[src/rtl/keypad_pkg.sv]
// Shared types and constants for the 3x4 matrix keypad scanner.
package keypad_pkg;

  localparam int NUM_ROWS = 4;
  localparam int NUM_COLS = 3;
  localparam int NUM_KEYS = NUM_ROWS * NUM_COLS;

  // Scanner FSM states, with explicit encodings so waveforms stay readable.
  typedef enum logic [1:0] {
    SCAN         = 2'd0,
    DEBOUNCE     = 2'd1,
    EMIT         = 2'd2,
    WAIT_RELEASE = 2'd3
  } state_e;

  // Key indices for the bottom row; bits 0-8 are keys '1'-'9'.
  localparam int KEY_STAR = 9;
  localparam int KEY_0    = 10;
  localparam int KEY_HASH = 11;

  // Column driven first after reset.
  localparam logic [NUM_COLS-1:0] COL_RESET = 3'b001;

  // True when exactly one row return is high.
  function automatic logic is_single_row(input logic [NUM_ROWS-1:0] r);
    return (r == 4'b0001) || (r == 4'b0010) || (r == 4'b0100) || (r == 4'b1000);
  endfunction

  // Encode a one-hot row vector to its index (input is assumed one-hot).
  function automatic logic [1:0] row_index(input logic [NUM_ROWS-1:0] r);
    logic [1:0] idx;
    idx = 2'd0;
    if (r[1]) idx = 2'd1;
    if (r[2]) idx = 2'd2;
    if (r[3]) idx = 2'd3;
    return idx;
  endfunction

  // Encode a one-hot column vector to its index (input is assumed one-hot).
  function automatic logic [1:0] col_index(input logic [NUM_COLS-1:0] c);
    logic [1:0] idx;
    idx = 2'd0;
    if (c[1]) idx = 2'd1;
    if (c[2]) idx = 2'd2;
    return idx;
  endfunction

  // One-hot key code: bit (row*3 + col).
  function automatic logic [NUM_KEYS-1:0] key_code(input logic [1:0] ri, input logic [1:0] ci);
    logic [3:0] bit_pos;
    bit_pos = (4'(ri) * 4'd3) + 4'(ci);
    return 12'd1 << bit_pos;
  endfunction

endpackage

[src/rtl/keypad_row_sync.sv]
// Two-flop synchronizer for the asynchronous keypad row returns.
module row_sync
  import keypad_pkg::*;
(
  input  logic                clk,
  input  logic                rst,
  input  logic [NUM_ROWS-1:0] row_in,
  output logic [NUM_ROWS-1:0] row_s
);

  logic [NUM_ROWS-1:0] meta_q;
  logic [NUM_ROWS-1:0] sync_q;

  // Two back-to-back flops; both clear on reset so stale presses are dropped.
  always_ff @(posedge clk or posedge rst) begin
    if (rst) begin
      meta_q <= '0;
      sync_q <= '0;
    end else begin
      meta_q <= row_in;
      sync_q <= meta_q;
    end
  end

  assign row_s = sync_q;

endmodule

[src/rtl/keypad_scanner.sv]
// Column scanner, debouncer and one-shot key-code emitter for a 3x4 keypad.
module keypad_scanner
  import keypad_pkg::*;
#(
  parameter int SCAN_DIV = 4,
  parameter int DEB_CNT  = 3
) (
  input  logic        clk,
  input  logic        rst,
  input  logic [3:0]  Row,
  output logic [2:0]  Col,
  output logic [11:0] Scan_data,
  output logic        valid
);

  localparam int DW = (SCAN_DIV > 1) ? $clog2(SCAN_DIV) : 1;
  localparam int CW = (DEB_CNT > 1) ? $clog2(DEB_CNT) : 1;
  localparam logic [DW-1:0] DWELL_LAST = DW'(SCAN_DIV - 1);
  localparam logic [CW-1:0] CNT_LAST   = CW'(DEB_CNT - 1);

  logic [3:0]  row_s;
  state_e      state_q, state_d;
  logic [2:0]  col_q, col_d;
  logic [DW-1:0] dwell_q, dwell_d;
  // Shared between debounce (matching cycles) and release (zero cycles).
  logic [CW-1:0] cnt_q, cnt_d;
  logic [3:0]  row_lat_q, row_lat_d;
  logic [11:0] scan_data_q, scan_data_d;
  logic        valid_q, valid_d;

  row_sync u_row_sync (
    .clk    (clk),
    .rst    (rst),
    .row_in (Row),
    .row_s  (row_s)
  );

  // Next-state logic: scan columns, debounce a single row hit, emit once, wait for release.
  always_comb begin
    state_d     = state_q;
    col_d       = col_q;
    dwell_d     = dwell_q;
    cnt_d       = cnt_q;
    row_lat_d   = row_lat_q;
    scan_data_d = '0;
    valid_d     = 1'b0;
    case (state_q)
      SCAN: begin
        if (dwell_q == DWELL_LAST) begin
          if (is_single_row(row_s)) begin
            // Column stays frozen while this key is qualified.
            row_lat_d = row_s;
            cnt_d     = '0;
            state_d   = DEBOUNCE;
          end else begin
            col_d   = {col_q[1:0], col_q[2]};
            dwell_d = '0;
          end
        end else begin
          dwell_d = dwell_q + DW'(1);
        end
      end
      DEBOUNCE: begin
        if (row_s == row_lat_q) begin
          if (cnt_q == CNT_LAST) begin
            // Output registers load here so the strobe coincides with EMIT.
            state_d     = EMIT;
            scan_data_d = key_code(row_index(row_lat_q), col_index(col_q));
            valid_d     = 1'b1;
          end else begin
            cnt_d = cnt_q + CW'(1);
          end
        end else begin
          state_d = SCAN;
          col_d   = {col_q[1:0], col_q[2]};
          dwell_d = '0;
        end
      end
      EMIT: begin
        state_d = WAIT_RELEASE;
        cnt_d   = '0;
      end
      WAIT_RELEASE: begin
        if (row_s == 4'b0000) begin
          if (cnt_q == CNT_LAST) begin
            state_d = SCAN;
            col_d   = {col_q[1:0], col_q[2]};
            dwell_d = '0;
          end else begin
            cnt_d = cnt_q + CW'(1);
          end
        end else begin
          cnt_d = '0;
        end
      end
      default: begin
        state_d = SCAN;
      end
    endcase
  end

  // State and output registers; reset abandons any press in flight.
  always_ff @(posedge clk or posedge rst) begin
    if (rst) begin
      state_q     <= SCAN;
      col_q       <= COL_RESET;
      dwell_q     <= '0;
      cnt_q       <= '0;
      row_lat_q   <= '0;
      scan_data_q <= '0;
      valid_q     <= 1'b0;
    end else begin
      state_q     <= state_d;
      col_q       <= col_d;
      dwell_q     <= dwell_d;
      cnt_q       <= cnt_d;
      row_lat_q   <= row_lat_d;
      scan_data_q <= scan_data_d;
      valid_q     <= valid_d;
    end
  end

  assign Col       = col_q;
  assign Scan_data = scan_data_q;
  assign valid     = valid_q;

endmodule

[config.mk]
export PLATFORM = sky130hd
export DESIGN_NAME = keypad_scanner
export DESIGN_NICKNAME = d
export VERILOG_FILES = /design/src/rtl/keypad_pkg.sv /design/src/rtl/keypad_row_sync.sv /design/src/rtl/keypad_scanner.sv
export SDC_FILE = /design/constraint.sdc
export NUM_CORES = 1
export LEC_CHECK = 0
export CORE_MARGIN = 8
export CORE_UTILIZATION = 53
export CTS_CLUSTER_SIZE = 24
export DETAILED_ROUTE_END_ITERATION = 8
export DONT_BUFFER_PORTS = 1
export GPL_ROUTABILITY_DRIVEN = 0
export PLACE_DENSITY = 0.72
export SLEW_MARGIN = 10
export SYNTH_ARGS = -nofsm -noshare
export SYNTH_HDL_FRONTEND = slang
export SYNTH_SLANG_ARGS = --single-unit
[constraint.sdc]
create_clock -name clk -period 2.46 [get_ports clk]
set_clock_uncertainty 0.2 [all_clocks]
set_input_delay 0.492 -clock clk [delete_from_list [all_inputs] [get_ports clk]]
set_output_delay 0.492 -clock clk [all_outputs]
set_load 0.02 [all_outputs]
==> flow_summary.yaml, run 1 <==
routing:
  viasPerCell: 5.62
  drtIter0Drc: 43
  dr.pass1.iters: 4
  drc: 0
  vias: 1006
  wl_per_cell_um: 16.4
  wl_mm: 2.93
  ant_nets: 0
yosys:
  synth_edf_count: 0
  synth_area_per_cell_um2: 12.1
  synth_cell_type_count: 38
  synth_fp_nets: 140
  synth_cells: 128
  async_reset_ff_frac: 1.00
  ys.flop_type: "dfrtp_1"
  ys_seq_area_frac: 0.549
  synth_warnings: 0
  syn_area_um2: 1550
  ys_seq_elements: 34
clock_tree:
  cts_tree: "done"
  cts_buffer_depth: 2
  htree_levels: 2
  cts_buffers: 5
  clkTransAtPathRegs_ns: 0.10
  insertion_delay_ns: 0.32
  cts_root_buf: "clkbuf_4"
  cts_sinks: 34
timing:
  max_freq_mhz: 423
  post-route-period-util: 0.962
  setup_viol: 0
  setup_ws_ns: 0.0934
  slew_headroom: 0.575
  rsz0062_at_grt: "true"
  worst_pin_slew_ns: 0.635
  hold_violations: 0
  period_needed_ns: 2.37
  finalSetupTns_ns: 0
  drv_slew: 0
pwr:
  p_seq_frac: 0.404
  p_comb_frac: 0.420
  peakVddDrop_uv: 715
  p_leak_nw: 0.834
  internal-power_mw: 1.08
  p_sw_frac: 0.382
  switching_power_uw: 667
  clkPwrFrac: 0.177
  power_density_nw_per_um2: 982
critical_path:
  path_class: "flip-flop to flip-flop"
  critPathCaptureType: "flip-flop"
  required_ns: 2.49
  worstPathMaxFanout: 5
  slowest_delay_ns: 0.46
  worstSetupStartpoint: "row_lat_q[1]"
  cp-start-kind: "flip-flop"
  worstPathArrival_ns: 2.40
  regToRegSetupSlack_ns: 0.09
  worst_r2r_startpoint: "row_lat_q[1]"
  slowest_stage: "fa_2"
  path_cells: "nor2_1 > nor2_1 > ha_1 > ha_1 > fa_2 > or2_2 > nor4_4"
floorplan:
  dieArea_um2: 4910
  fp-row-count: 19
  initial_core_util: 0.558
  core_region_area_um2: 2780
  die_y_um: 70.1
  die_w_um: 70.1
  pin_count: 22
finish:
  antenna_cells: 0
  syn2layout_area_growth_pct: 14.7
  drive_gt1_frac: 0.203
  nNetsFinal: 159
min_path:
  hp-class: "flip-flop to flip-flop"
  hp-start: "u_row_sync.meta_q[1]"
global_routing:
  grt_pass1_vias: 1122
  grt_max_degree: 35
  antenna_found_initial: 0
  grt_usage: 0.130
  grt_pass1_wl_mm: 5.18
  grt_overflow_total: 0
placed_design:
  port_buffers: 0
  hpwl_mm: 2.09
  place_ws_ns: 0.0270
status:
  status: "finished clean"
run:
  cap_viol_max_count: 0
layer usage:
| metal | track usage | part of all wire | vias up |
|---|---|---|---|
| met5 | 0 | 0 | - |
| met4 | 0.0580 | 0.024 | 0 |
| met3 | 0.0523 | 0.050 | 6 |
| met2 | 0.223 | 0.49 | 17 |
| met1 | 0.136 | 0.44 | 486 |
| li1 | - | - | 497 |
critical path: cells and delay by family, from the launching register on:
| family | cells | cell delay [ns] |
|---|---|---|
| flip-flops | 1 | 0.42 |
| AND/OR/NAND/NOR | 4 | 0.69 |
| adder cells (fa/ha/maj) | 3 | 0.98 |
final cells by class:
type | instances | area, um2
Tap cell | 31 | 38.8
Clock buffer | 7 | 55.1
Timing Repair Buffer | 13 | 110
Sequential cell | 34 | 852
Multi-Input combinational cell | 81 | 673
Fill cell | 210 | 1000
Inverter | 12 | 45.0
Clock inverter | 1 | 5.00
cell usage after synthesis, types with 2 or more instances:
master    count  share of area
nand2_1       5          0.012
o32ai_1       2          0.011
or2_2         3          0.012
a21oi_1       4          0.013
nor4_1        5          0.020
nor2b_1       3          0.012
o211ai_1      2         0.0097
dfrtp_1      33           0.53
nor4b_1       2          0.011
mux2_1        7          0.051
nor3_1        8          0.026
a211oi_1      2         0.0097
inv_1        12          0.029
xor2_1        6          0.034
nor2_1        6          0.015
ha_1          5          0.040
o21ai_0       2         0.0065
flip-flops by register name (all words and copies together), names as in the netlist, named ones only:
name	count
Scan_data	12
row_lat_q	4
u_row_sync.meta_q	4
u_row_sync.row_s	4
Col	3
cnt_q	2
dwell_q	2
state_q	1
valid	1
cells by family after synthesis:
family,share of synthesized area
AND/OR/NAND/NOR,0.173
flip-flops,0.549
AO/OA/AOI/OAI,0.0919
buffers and inverters,0.0363
multiplexers,0.0573
XOR/XNOR,0.0395
adder cells (fa/ha/maj),0.0532
power groups by stage:
stage | clock, mW | combinational [mW] | sequential [mW]
6_report | 0.309 | 0.734 | 0.705
5_1_grt | 0.345 | 0.826 | 0.715
4_1_cts | 0.322 | 0.685 | 0.706
3_5_place_dp | 0 | 0.676 | 0.717
3_3_place_gp | 0 | 0.645 | 0.710
2_1_floorplan | 0 | 0.525 | 0.702
through the flow:
step	std cells	utilization	hold WS (ns)	total power, mW	cell area, um2
floorplan	128	-	0.131	1.23	1550
global placement	165	0.587	0.133	1.35	1630
detailed placement	165	0.587	0.139	1.39	1630
CTS	178	0.626	0.156	1.71	1740
global route	179	0.640	0.169	1.89	1780
finish	179	0.640	0.156	1.75	1780
what timing repair did:
item                                    in CTS  in global routing
hold endpoints to repair                    37                  0
buffers inserted                             0                  1
endpoints found under the setup margin       0                 10
hold buffers                                 5                  0
gates resized for setup                      0                  5
final timing paths:
check,depth (start not counted),endpoint
worst min-delay path,0,u_row_sync.row_s[1]
max in group asynchronous,3,Col[0]
worst max register to register,7,Scan_data[9]
worst max-delay path,7,Scan_data[9]
worst min register to register,0,u_row_sync.row_s[1]
min in group asynchronous,3,row_lat_q[0]
cells in the final DEF (no fill, tap or decap), types with 4 or more instances in the layout:
| cell | synthesis | layout |
|---|---|---|
| ha_1 | 5 | 5 |
| dlygate4sd3_1 | 0 | 5 |
| buf_4 | 0 | 8 |
| xor2_1 | 6 | 6 |
| nor2_1 | 6 | 6 |
| inv_1 | 12 | 12 |
| a21oi_1 | 4 | 4 |
| mux2_1 | 7 | 7 |
| nand2_1 | 5 | 5 |
| clkbuf_4 | 0 | 5 |
| nor3_1 | 8 | 8 |
| dfrtp_1 | 33 | 33 |
(Power assumes the default switching activity.)
==> inputs of run 2 (changes only) <==
--- a/config.mk
+++ b/config.mk
@@ -5,13 +5,15 @@
 export SDC_FILE = /design/constraint.sdc
 export NUM_CORES = 1
 export LEC_CHECK = 0
+export CELL_PAD_IN_SITES_DETAIL_PLACEMENT = 2
+export CELL_PAD_IN_SITES_GLOBAL_PLACEMENT = 2
 export CORE_MARGIN = 8
-export CORE_UTILIZATION = 53
+export CORE_UTILIZATION = 37
 export CTS_CLUSTER_SIZE = 24
 export DETAILED_ROUTE_END_ITERATION = 8
 export DONT_BUFFER_PORTS = 1
 export GPL_ROUTABILITY_DRIVEN = 0
-export PLACE_DENSITY = 0.72
+export PLACE_DENSITY = 0.74
 export SLEW_MARGIN = 10
 export SYNTH_ARGS = -nofsm -noshare
 export SYNTH_HDL_FRONTEND = slang
==> run 2 against run 1 <==
  * Fmax fell by 2.1%
  * Routed wire length rose by 26%
  * Sequential cell count did not move
  * Global-route usage fell by 0.44 points
  * Combinational power rose by 6.0%
==> flow_summary.yaml, run 2 (synthesized netlist as in run 1, its figures left out) <==
status:
  status: "finished clean"
clock_tree:
  cts_buffer_depth: 2
  cts_tree: "done"
  cts_root_buf: "clkbuf_8"
  htree_levels: 2
  cts_sinks: 34
  clkTransAtPathRegs_ns: 0.07
  insertion_delay_ns: 0.28
  cts_setup_buffers: 0
  cts_buffers: 5
critical_path:
  critPathCaptureType: "flip-flop"
  worst_r2r_startpoint: "row_lat_q[1]"
  rr_endpoint: "Scan_data[1]"
  required_ns: 2.43
  regToRegSetupSlack_ns: 0.04
  path_class: "flip-flop to flip-flop"
  worstPathArrival_ns: 2.39
  ff2ff_path_depth: 7
  worstPathMaxFanout: 5
  cp-start-kind: "flip-flop"
routing:
  drc: 0
  ant_nets: 0
  drtIter0Drc: 26
  vias: 1023
  wl_mm: 3.71
  drt-met1-wl_mm: 1.53
  wl_met2_mm: 1.95
  wl_per_cell_um: 19.0
  wl_met3_um: 190
  viasPerCell: 5.25
  routed.top_layer: "met4"
  dr.pass1.iters: 2
pwr:
  p_leak_nw: 0.835
  internal-power_mw: 1.17
  clkPwrFrac: 0.221
  power_density_nw_per_um2: 1060
  p_sw_frac: 0.390
  peakVddDrop_uv: 482
  p_seq_frac: 0.374
  finalPower_mw: 1.92
  switching_power_uw: 749
  p_comb_frac: 0.405
timing:
  period_needed_ns: 2.42
  setup_viol: 0
  max_freq_mhz: 414
  worst_pin_slew_ns: 0.697
  hold_violations: 0
  slew_headroom: 0.534
  rsz0062_at_grt: "true"
  finalSetupTns_ns: 0
  hold_slack_ns: 0.0395
  post-route-period-util: 0.982
  drv_slew: 0
finish:
  final_cell_mix: "dfrtp_1, inv_1, buf_4"
  layout_commonest_cell: "dfrtp_1"
  largest_reg_flops: 12
  syn2layout_area_growth_pct: 16.6
  fin_area_um2: 1810
  drive_gt1_frac: 0.234
  antenna_cells: 0
  nNetsFinal: 156
placed_design:
  hpwl_mm: 2.76
  placed_cell_area_um2: 1670
  port_buffers: 0
floorplan:
  initial_core_util: 0.385
  fp-row-count: 23
  pin_count: 22
  core_region_area_um2: 4030
  die_y_um: 80.8
  die_w_um: 80.8
  dieArea_um2: 6520
min_path:
  holdPathStages: 0
  hp-start: "Row[1]"
  hold_end: "u_row_sync.meta_q[1]"
  hp-class: "primary input to flip-flop"
global_routing:
  grt_pass1_vias: 1189
  grt_usage: 0.125
  grt_overflow_total: 0
  grt_pass1_wl_mm: 6.23
  grt_max_degree: 35
  antenna_found_initial: 0
run:
  cap_viol_max_count: 0
==> run 2: worst max-delay path by stage <==
stage	startpoint	to	slack, ns	cells past startpoint
final	row_lat_q[1]	Scan_data[1]	0.04	7
after global routing	row_lat_q[1]	Scan_data[9]	-0.02	7
after CTS	row_lat_q[1]	Scan_data[9]	0.03	7
after detailed placement	row_lat_q[1]	Scan_data[9]	0.05	7
after global placement	row_lat_q[1]	Scan_data[9]	0.13	7
after floorplan	Col[1]	Scan_data[9]	0.11	6
==> run 2: repair_timing <==
item / in CTS / in global routing
hold buffers: 1 / 0
endpoints found under the hold margin: 11 / 0
endpoints found under the setup margin: 2 / 4
resized for setup: 2 / 5
cloned: 0 / 0
==> run 2: worst max-delay path, stage by stage, from the launching register on <==
cell and delay [ns]:
dfrtp_1 0.41, nor2_1 0.10, nor2_1 0.06, ha_1 0.32, ha_1 0.21, fa_2 0.46
or2_2 0.34, nor3_1 0.22
==> run 2: cell type report <==
| cell class | count | area, um2 |
|---|---|---|
| Multi-Input combinational cell | 81 | 676 |
| Inverter | 12 | 45.0 |
| Sequential cell | 34 | 853 |
| Fill cell | 434 | 2220 |
| Clock buffer | 6 | 82.6 |
| Timing Repair Buffer | 10 | 77.6 |
| Tap cell | 50 | 62.6 |
| Clock inverter | 2 | 12.5 |
==> run 2: layer usage <==
metal | up-vias | GRT usage
met5 | - | 0
met4 | 0 | 0.0375
met3 | 4 | 0.0453
met2 | 19 | 0.218
met1 | 518 | 0.141
li1 | 482 | -
==> run 2: power by group through the flow <==
stage	clock, mW	sequential [mW]	combinational (mW)
final	0.424	0.718	0.778
after global routing	0.463	0.729	0.855
after CTS	0.441	0.719	0.754
after detailed placement	0	0.727	0.723
after global placement	0	0.713	0.670
after floorplan	0	0.702	0.525
==> run 2: per-stage QoR <==
step,setup WS (ns),cells,utilization
2_1_floorplan,0.111,128,-
3_3_place_gp,0.129,186,0.415
3_5_place_dp,0.0460,186,0.415
4_1_cts,0.0329,195,0.442
5_1_grt,-0.0223,195,0.449
6_report,0.0435,195,0.449
==> inputs of run 3 (changes only) <==
--- a/config.mk
+++ b/config.mk
@@ -7,7 +7,7 @@
 export LEC_CHECK = 0
 export CELL_PAD_IN_SITES_DETAIL_PLACEMENT = 2
 export CELL_PAD_IN_SITES_GLOBAL_PLACEMENT = 2
-export CORE_MARGIN = 8
+export CORE_MARGIN = 4
 export CORE_UTILIZATION = 37
 export CTS_CLUSTER_SIZE = 24
 export DETAILED_ROUTE_END_ITERATION = 8
==> run 3 against run 2 <==
  * Worst hold slack worse by 0.0028 ns
  * Utilization is 0.50 points higher
  * Via count is 3.8% higher
  * Die area is 19% lower
  * Routed wire length is 0.24% lower
  * Critical endpoint is now Scan_data[9]
  * Largest cell class unchanged
  * Highest routed layer unchanged
==> flow_summary.yaml, run 3 (synthesized netlist as in run 1, its figures left out) <==
floorplan:
  initial_core_util: 0.385
  fp-row-count: 23
  dieArea_um2: 5290
  die_w_um: 72.8
  pin_count: 22
  die_y_um: 72.8
  core_region_area_um2: 4030
finish:
  multi_input_comb_area_um2: 667
  syn2layout_area_growth_pct: 17.9
  drive_gt1_frac: 0.248
  final-seq-area_um2: 852
  antenna_cells: 0
  fillCellCount: 423
  nNetsFinal: 160
  layout_commonest_cell: "dfrtp_1"
  largest_reg_flops: 12
  final_cell_mix: "dfrtp_1, buf_4, inv_1"
routing:
  wl_per_cell_um: 18.6
  drtIter0Drc: 36
  ant_nets: 0
  drc: 0
  dr.pass1.iters: 2
  wl_mm: 3.70
  viasPerCell: 5.34
  vias: 1062
clock_tree:
  cts_buffers: 5
  cts_root_buf: "clkbuf_8"
  cts_buffer_depth: 2
  cts_tree: "done"
  insertion_delay_ns: 0.29
  cts_sinks: 34
  htree_levels: 2
  clkTransAtPathRegs_ns: 0.07
critical_path:
  path_class: "flip-flop to flip-flop"
  worstPathArrival_ns: 2.38
  slowest_delay_ns: 0.46
  cp-start-kind: "flip-flop"
  slowest_stage: "fa_2"
  required_ns: 2.45
  ff2ff_path_depth: 6
  worstPathMaxFanout: 6
  path_cells: "nor2_1 > ha_1 > ha_1 > fa_2 > or2_2 > nor4_2"
  worst_path_most_repeated_cell: "ha_1"
  critPathCaptureType: "flip-flop"
placed_design:
  hpwl_mm: 2.71
  port_buffers: 0
  place_ws_ns: -0.0192
global_routing:
  grt_pass1_wl_mm: 6.17
  grt_overflow_total: 0
  grt_pass1_vias: 1221
  grt_max_degree: 35
  grt_usage: 0.155
  antenna_found_initial: 0
timing:
  setup_ws_ns: 0.0691
  post-route-period-util: 0.972
  finalSetupTns_ns: 0
  worst_pin_slew_ns: 0.590
  hold_violations: 0
  drv_slew: 0
  max_freq_mhz: 418
  period_needed_ns: 2.39
  setup_viol: 0
  slew_headroom: 0.601
pwr:
  p_leak_nw: 0.851
  power_density_nw_per_um2: 1070
  peakVddDrop_uv: 447
status:
  status: "finished clean"
min_path:
  holdPathStages: 0
  hp-class: "primary input to flip-flop"
run:
  cap_viol_max_count: 0
-- run 3: changes by cell type in the layout (fill, tap and decap cells not counted), sizes merged --
cell	before	now
buf	9	13
-- run 3: power breakdown --
group / internal (mW) / total [mW] / switching, mW
combinational: 0.333 / 0.799 / 0.466
sequential: 0.635 / 0.713 / 0.0787
clock: 0.225 / 0.436 / 0.211
total: 1.19 / 1.95 / 0.755
-- run 3: routing by layer --
metal | track usage | wire [um]
met5 | 0 | 0
met4 | 0.0246 | 13
met3 | 0.0523 | 134
met2 | 0.271 | 1940
met1 | 0.187 | 1610
-- run 3: what timing repair did --
| item | in CTS | in global routing |
|---|---|---|
| hold endpoints to repair | 7 | 0 |
| buffers inserted | 0 | 2 |
| hold buffers | 1 | 0 |
| pin swaps | 0 | 1 |
| setup endpoints to repair | 2 | 7 |
| resized for setup | 3 | 2 |
-- run 3: worst paths after layout --
kind	startpoint	endpoint	slack, ns
max	row_lat_q[3]	Scan_data[9]	0.07
min reg2reg	u_row_sync.meta_q[0]	u_row_sync.row_s[0]	0.15
min	Row[1]	u_row_sync.meta_q[1]	0.04
max reg2reg	row_lat_q[3]	Scan_data[9]	0.07
min in group asynchronous	rst	row_lat_q[0]	0.54
max in group asynchronous	rst	Col[0]	1.18
-- run 3: final cells by class --
cell class	count	area share
sequential	34	0.466
timing repair buffer	14	0.0588
clock inverter	2	0.00684
tap	50	0.0342
inverter	12	0.0246
clock buffer	6	0.0451
multi-input combinational	81	0.365
-- run 3: worst max-delay path: cells and delay by family (launching register included) --
kind | cells | cell delay [ns]
and+or+nand+nor | 3 | 0.71
adders and majority gates | 3 | 0.94
DFF | 1 | 0.45
-- run 3: per-stage QoR --
step,hold WS (ns),utilization,power [mW],area (um2),instances
after floorplan,0.131,-,1.23,1550,128
after global placement,0.135,0.418,1.39,1690,188
after detailed placement,0.137,0.418,1.47,1690,188
after CTS,0.0237,0.448,1.93,1810,197
after global routing,0.0118,0.454,2.08,1830,199
final,0.0367,0.454,1.95,1830,199
